--- config.mk ---
export PLATFORM = sky130hd
export DESIGN_NAME = pipe_trace_buf
export DESIGN_NICKNAME = d
export VERILOG_FILES = /design/src/rtl/pipe_trace_buf.sv
export SDC_FILE = /design/constraint.sdc
export NUM_CORES = 2
export LEC_CHECK = 0
export ABC_AREA = 1
export CAP_MARGIN = 5
export CORE_MARGIN = 8
export CORE_UTILIZATION = 43
export CTS_CLUSTER_SIZE = 10
export DETAILED_ROUTE_END_ITERATION = 6
export PLACE_DENSITY = 0.66
export SETUP_SLACK_MARGIN = 0.1
export SLEW_MARGIN = 10
export SYNTH_ARGS = -nofsm -noshare
export SYNTH_HDL_FRONTEND = slang
export SYNTH_SLANG_ARGS = --single-unit
--- constraint.sdc ---
create_clock -name clk -period 7.1 [get_ports clk]
set_input_delay 0.71 -clock clk [delete_from_list [all_inputs] [get_ports clk]]
set_output_delay 0.71 -clock clk [all_outputs]
set_load 0.02 [all_outputs]
--- src/rtl/pipe_trace_buf.sv ---
// Qualified-cycle pipeline trace buffer with arm/trigger/post-trigger capture; TRACE_TSTAMP_EN adds per-entry cycle stamps.
// Readout has 1-cycle registered latency; no backpressure, every qualified sample is accepted while capturing.
module pipe_trace_buf #(
   parameter int W   = 32,
   parameter int NCH = 4,
   parameter int AW  = 4
) (
   input  logic              clk,
   input  logic              rst_n,
   input  logic [NCH*W-1:0]  ch_data,
   input  logic [NCH-1:0]    ch_valid,
   input  logic              arm,
   input  logic              abort,
   input  logic [NCH-1:0]    trig_mask,
   input  logic [W-1:0]      trig_value,
   input  logic [AW-1:0]     post_cnt,
   input  logic [AW-1:0]     rd_idx,
   output logic [NCH*W-1:0]  rd_data,
   output logic [NCH-1:0]    rd_valid,
   output logic [31:0]       rd_tstamp,
   output logic [AW:0]       count,
   output logic [AW-1:0]     trig_idx,
   output logic              armed,
   output logic              triggered,
   output logic              done
);
   localparam int DEPTH = 1 << AW;
   localparam logic [AW:0] FULL = (AW+1)'(DEPTH);

   typedef enum logic [1:0] {
      S_IDLE  = 2'd0,
      S_ARMED = 2'd1,
      S_POST  = 2'd2,
      S_DONE  = 2'd3
   } state_t;

   state_t          state_q, state_d;
   logic [AW-1:0]   wr_ptr_q, wr_ptr_d;
   logic [AW:0]     count_q, count_d;
   logic [AW-1:0]   trig_ptr_q, trig_ptr_d;
   logic [AW-1:0]   post_q, post_d;
   logic            triggered_q, triggered_d;
   logic [NCH*W-1:0] rd_data_q, rd_data_d;
   logic [NCH-1:0]  rd_valid_q, rd_valid_d;

   logic [NCH*W-1:0] mem_dat_q [DEPTH];
   logic [NCH-1:0]   mem_vld_q [DEPTH];

   logic            hit;
   logic            qual;
   logic            we;
   logic [AW-1:0]   oldest;
   logic [AW-1:0]   rd_addr;
   logic            in_range;

   always_comb begin
      hit = 1'b0;
      for (int i = 0; i < NCH; i++) begin
         if (trig_mask[i] && ch_valid[i] && (ch_data[i*W +: W] == trig_value))
            hit = 1'b1;
      end
   end

   assign qual = ((state_q == S_ARMED) || (state_q == S_POST)) && (|ch_valid);

   always_comb begin
      state_d     = state_q;
      wr_ptr_d    = wr_ptr_q;
      count_d     = count_q;
      trig_ptr_d  = trig_ptr_q;
      post_d      = post_q;
      triggered_d = triggered_q;
      we          = 1'b0;
      if (abort) begin
         state_d     = S_IDLE;
         triggered_d = 1'b0;
      end else if (arm) begin
         // An AW-bit post count can never exceed DEPTH-1, so the trigger entry always survives.
         state_d     = S_ARMED;
         wr_ptr_d    = '0;
         count_d     = '0;
         triggered_d = 1'b0;
         post_d      = post_cnt;
      end else if (qual) begin
         we       = 1'b1;
         wr_ptr_d = wr_ptr_q + 1'b1;
         if (count_q != FULL)
            count_d = count_q + 1'b1;
         if (state_q == S_ARMED) begin
            if (hit) begin
               triggered_d = 1'b1;
               trig_ptr_d  = wr_ptr_q;
               state_d     = (post_q == '0) ? S_DONE : S_POST;
            end
         end else begin
            post_d = post_q - 1'b1;
            if (post_q == AW'(1))
               state_d = S_DONE;
         end
      end
   end

   always_ff @(posedge clk or negedge rst_n) begin
      if (!rst_n) begin
         state_q     <= S_IDLE;
         wr_ptr_q    <= '0;
         count_q     <= '0;
         trig_ptr_q  <= '0;
         post_q      <= '0;
         triggered_q <= 1'b0;
         rd_data_q   <= '0;
         rd_valid_q  <= '0;
      end else begin
         state_q     <= state_d;
         wr_ptr_q    <= wr_ptr_d;
         count_q     <= count_d;
         trig_ptr_q  <= trig_ptr_d;
         post_q      <= post_d;
         triggered_q <= triggered_d;
         rd_data_q   <= rd_data_d;
         rd_valid_q  <= rd_valid_d;
      end
   end

   always_ff @(posedge clk) begin
      if (we) begin
         mem_dat_q[wr_ptr_q] <= ch_data;
         mem_vld_q[wr_ptr_q] <= ch_valid;
      end
   end

   // Once full, the next write slot is also the oldest entry.
   assign oldest   = (count_q == FULL) ? wr_ptr_q : '0;
   assign rd_addr  = oldest + rd_idx;
   assign in_range = ({1'b0, rd_idx} < count_q);

   always_comb begin
      rd_data_d  = '0;
      rd_valid_d = '0;
      if (in_range) begin
         rd_data_d  = mem_dat_q[rd_addr];
         rd_valid_d = mem_vld_q[rd_addr];
      end
   end

`ifdef TRACE_TSTAMP_EN
   logic [31:0] tsc_q, tsc_d;
   logic [31:0] rd_tstamp_q, rd_tstamp_d;
   logic [31:0] mem_ts_q [DEPTH];

   always_comb begin
      tsc_d = tsc_q + 32'd1;
      if (arm && !abort)
         tsc_d = '0;
      rd_tstamp_d = '0;
      if (in_range)
         rd_tstamp_d = mem_ts_q[rd_addr];
   end

   always_ff @(posedge clk or negedge rst_n) begin
      if (!rst_n) begin
         tsc_q       <= '0;
         rd_tstamp_q <= '0;
      end else begin
         tsc_q       <= tsc_d;
         rd_tstamp_q <= rd_tstamp_d;
      end
   end

   always_ff @(posedge clk) begin
      if (we)
         mem_ts_q[wr_ptr_q] <= tsc_q;
   end

   assign rd_tstamp = rd_tstamp_q;
`else
   assign rd_tstamp = '0;
`endif

   assign rd_data   = rd_data_q;
   assign rd_valid  = rd_valid_q;
   assign count     = count_q;
   assign trig_idx  = trig_ptr_q - oldest;
   assign armed     = (state_q == S_ARMED) || (state_q == S_POST);
   assign triggered = triggered_q;
   assign done      = (state_q == S_DONE);
endmodule

# Word-level counts from Yosys, hierarchy flattened
# Memory sizes are Yosys's and may differ from the RTL's.
# Cells that the tools add are included.
[word_totals]
regBits = 152
mem_bits_rw = 2112
memories = 2
[classes]
addsub = 5
magnitude_cmp = 1
n_eq_ne = 12
mux = 32
bitwise_logic = 2
n_reduce_logical = 24
[mem_list]
columns = ["memory", "depth", "width", "rd", "rd_ports_with_merged_regs", "write_ports", "line", "source"]
rows = [
  ["mem_dat_q", 16, 128, 1, 0, 1, "46", "logic [NCH*W-1:0] mem_dat_q [DEPTH];"],
  ["mem_vld_q", 16, 4, 1, 0, 1, "47", "logic [NCH-1:0] mem_vld_q [DEPTH];"],
]
[op_table]
columns = ["op", "count"]
rows = [
  ["equality test 32 bit", 4],
  ["two-way mux 128 bit", 1],
  ["two-way mux 4 bit", 7],
  ["two-way mux 1 bit", 15],
  ["two-way mux 5 bit", 3],
  ["two-way mux 2 bit", 6],
  ["AND reduction 3 bit", 4],
  ["logical AND 1 bit", 9],
  ["nonzero test 3 bit", 3],
  ["adder 5 x 1 -> 5 bit (second input constant)", 1],
  ["equality test 5 bit (second input constant)", 1],
  ["less-than comparator 4 x 5 -> 1 bit", 1],
  ["!= test 5 bit (second input constant)", 1],
  ["AND reduction 5 bit", 1],
  ["adder 4 x 1 -> 4 bit (second input constant)", 1],
  ["adder 4 bit", 1],
  ["equality test 2 bit (second input constant)", 2],
  ["equality test 4 x 1 -> 1 bit (second input constant)", 1],
  ["zero test 4 bit", 1],
  ["!= test 4 bit (second input constant)", 1],
  ["nonzero test 2 bit", 2],
  ["nonzero test 4 bit", 1],
  ["OR reduction 4 bit", 1],
  ["subtractor 4 x 1 -> 4 bit (second input constant)", 1],
  ["other kinds (6)", 7],
]

# Logic depth before layout (Yosys ltp)
[logic_depth]
word_depth = 11
ltp_mapped = 18

# Least setup slack after synthesis
# No wires, ideal clock.
[synth_timing]
kind = "input to register"
from = "input port arm"
to = "memory mem_dat_q[11][0] (netlist bit) (enable)"
t_arrival_ns = 7.008
path_slack_ns = -0.533
path_stages = 6
path_buffers = 1
cell_sequence = "clkbuf_1 -> nor2_1 -> inv_1 -> nor2_2 -> nand2_1 -> nor2_1"
[synth_via]
elab_chain_cells = 4
[synth_rtl]
columns = ["element", "line", "source"]
rows = [
  ["start, declared", "12", "input logic arm,"],
  ["two-way mux 1 bit", "77", "end else if (arm) begin"],
  ["two-way mux 1 bit", "74", "if (abort) begin"],
  ["two-way mux 1 bit", "126", "if (we) begin"],
  ["two-way mux 1 bit (not written as such)", "127", "mem_dat_q[wr_ptr_q] <= ch_data;"],
  ["end, declared", "46", ""],
]
# No other way between the ends.

# Worst setup path in the final report
[layout_timing]
from = "register count_q[0], in the netlist count[0]"
to = "register rd_data_q[84], in the netlist rd_data[84]"
[layout_via]
elab_chain_cells = 5
word_cells_on_any_way = 6
[layout_rtl]
columns = ["element", "line", "source"]
rows = [
  ["start, declared", "39", "logic [AW:0] count_q, count_d;"],
  ["start signal, assigned", "116", "count_q <= count_d;"],
  ["equality test 5 bit", "133", "assign oldest = (count_q == FULL) ? wr_ptr_q : '0;"],
  ["two-way mux 4 bit", "133", ""],
  ["adder 4 bit", "134", "assign rd_addr = oldest + rd_idx;"],
  ["memory (16 x 128 bit)", "-", ""],
  ["two-way mux 128 bit *", "140", "if (in_range) begin"],
  ["net rd_data_d[84]", "43", "logic [NCH*W-1:0] rd_data_q, rd_data_d;"],
  ["end signal, assigned", "120", "rd_data_q <= rd_data_d;"],
  ["end, declared", "43", ""],
]
# The timed path passes the listed nets; every way through them passes the cells marked *.
# A chain may end at the register's enable or synchronous reset.

==> flow_summary.ini <==
[logic_synthesis]
yosysSeqAreaShare = 0.7531
synth_compound_area_frac = 0.1226
synth_xor_xnor_area_share = 0.004402
yosys_warnings = 0
synth_top_family_by_area = compound AO/OA/AOI/OAI gates
ys_types = 43
synthSimpleGateAreaFrac = 0.08621
synth_mux_area_frac = 0
ys_seq_elements = 2264
syn_area_um2 = 89260
netlist_instances = 6557
synthAdderAreaFrac = 0.003252
postSynthAreaPerCell_um2 = 13.61

[final_layout]
drive_gt1_frac = 0.07725
most-common-layout-cells = 2112 x edfxtp_1, 1173 x nand2_1, 709 x a21oi_1
area_growth_pct = 15.88
nets = 7039
final_common_cell = edfxtp_1
final_area_um2 = 103400

[sta]
tightestPinTransition_ps = 1197
slew_headroom = 0.2004
rsz0062_at_grt = false
clock_skew_ps = 60.91
hold_violations = 0
fin_setup_tns_ps = 0
min_period_ps = 4673
finalCritPeriodShare = 0.6582
report.final.setup_viol = 0
slew_violations = 0
fmax_mhz = 214.0

[floorplanning]
start_util = 0.4319
die_y_um = 471.6
num_rows = 167
core-area_um2 = 206700
die_x_um = 471.6
io_pins = 356
dieArea_um2 = 222400

[cts]
cts_num_sinks = 2264
ctsHoldBuffers = 1
clk_latency_ps = 920
post_cts_buffers = 0
numCtsBuffers = 279
path_clk_slew_ps = 60
cts_tree = done
clockBufferDepth = 4
htree_levels = 5
cts_resized = 0
clockRootBuffer = clkbuf_16

[worst_setup_path]
cp-start-kind = register
crit_required_ps = 7840
worstSetupPathType = register to register
end_kind = register
crit_arrival_ps = 5410
r2r_slack_ps = 2430
cp_max_fo = 110

[grt]
grt_pass1_vias = 56719
overflow = 0
grt_max_degree = 195
track_usage = 0.2337
grt_first_pass_wirelength_um = 387900
antenna_found_initial = 54

[drt]
vias = 58496
wire_per_inst_um = 27.76
firstDrtPassIters = 6
drc = 0
viasPerCell = 5.999
routed_wl_um = 270700
drt_iter0_drc = 7073
antenna_left = 0

[min_path]
holdCritPathClass = primary input to register

[pwr]
pwr-share-seq = 0.493
totalPowerFinal_mw = 30.60
p_leak_nw = 34.26
p_clk_frac = 0.411
swShare = 0.2388
p_comb_frac = 0.096
p_int_mw = 23.29
p_sw_mw = 7.308
power_density_nw_per_um2 = 295.9
vdd_drop_max_mv = 0.2547

[place]
postPlaceCellArea_um2 = 95410
gp_congestion = 0.9561
dp_hpwl_um = 144300
io_buffer_count = 323

[run_status]
outcome = finished clean

[flow_run]
maxCapViolCount = 0
-- power by group through the flow --
stage	logic (mW)	registers (mW)	clock network [mW]
after floorplan	1.38	15.4	0
after global placement	2.86	15.4	0
after detailed placement	2.91	15.4	0
after CTS	2.92	15.1	12.7
after global routing	3.13	15.1	13.3
final	2.93	15.1	12.6
-- flip-flops by register name (all words and copies together), names as in the netlist --
signal and count:
mem_dat_q 2048, wr_ptr_q 4, post_q 4, count 5, mem_vld_q 64, state_q 2
rd_data 128, triggered 1, rd_valid 4, trig_ptr_q 4
-- cells by family after synthesis --
logic type,count (synthesis)
fa+ha+maj,22
xor+xnor,44
simple gates,1885
compound gates,1733
buf+inv,608
other cells,1
flops,2264
-- critical path, cell delays in order, from the launching register on --
cell and delay (ps):
dfrtp_1 440, inv_1 120, ha_1 150, nand2_1 60, nor3_2 150, inv_1 110, nor2_1 230, ha_4 190
fa_4 840, inv_8 680, buf_4 540, o21ai_0 180, o221ai_1 240, a21oi_1 100, nor3_1 410
-- cell usage after synthesis, drive strengths merged --
cell type / instances / area, µm²
a32oi: 23 / 201.4
nand4: 6 / 37.54
nor3: 162 / 1126
nand2: 1175 / 4420
xor2: 22 / 192.7
buf: 219 / 1249
ha: 20 / 250.2
a21oi: 719 / 3636
edfxtp: 2112 / 63420
dfrtp: 152 / 3804
o31ai: 33 / 247.7
nor2: 495 / 1861
o21ai: 417 / 2087
conb: 1 / 3.750
o211ai: 5 / 37.54
or2: 11 / 68.82
o22ai: 13 / 81.33
o221ai: 165 / 1445
a31oi: 4 / 25.02
clkbuf: 267 / 1002
nand3: 35 / 175.2
xnor2: 22 / 200.2
o21a: 1 / 7.510
inv: 121 / 454.2
a211oi: 36 / 280.3
fa: 2 / 40.04
a32o: 95 / 950.9
a221oi: 222 / 1944
nor4: 1 / 6.260
clkinv: 1 / 3.750
-- path summary, 6_finish.rpt --
kind                            cells past startpoint                         to                 startpoint
worst min register to register                      2  trig_ptr_q[2]$_DFFE_PN0P_  trig_ptr_q[2]$_DFFE_PN0P_
min in group asynchronous                           2       count[1]$_DFFE_PN0P_                      rst_n
max in group asynchronous                           3      rd_data[54]$_DFF_PN0_                      rst_n
worst min-delay path                                3      post_q[1]$_DFFE_PN0P_                post_cnt[1]
worst max register to register                     14      rd_data[84]$_DFF_PN0_       count[0]$_DFFE_PN0P_
worst max-delay path                               14      rd_data[84]$_DFF_PN0_       count[0]$_DFFE_PN0P_
-- layout make-up --
class | count | area (µm²)
clock inverters | 10 | 132.6
flip-flops and latches | 2264 | 67220
multi-input cells | 3716 | 19630
clock buffers | 450 | 7771
repair buffers | 454 | 4732
inverters | 122 | 488.0
well taps | 2704 | 3383
fillers | 17162 | 103200
diodes | 31 | 77.57
-- layer usage --
layer	track usage	vias to the layer above	routed length [µm]
li1	-	25118	-
met1	0.3170	29506	107200
met2	0.3636	3255	124500
met3	0.04562	603	26070
met4	0.1122	14	12910
met5	0	-	100
-- stage by stage --
step	setup slack, ps	hold slack [ps]	std cells	util
2_1_floorplan	-533.3	414.4	6588	-
3_3_place_gp	2161	488.0	9258	0.4617
3_5_place_dp	2103	500.8	9258	0.4617
4_1_cts	2420	365.4	9719	0.5000
5_1_grt	2140	416.0	9743	0.5004
6_report	2427	424.8	9751	0.5005
Note: power is estimated with default switching activity, not from simulation.
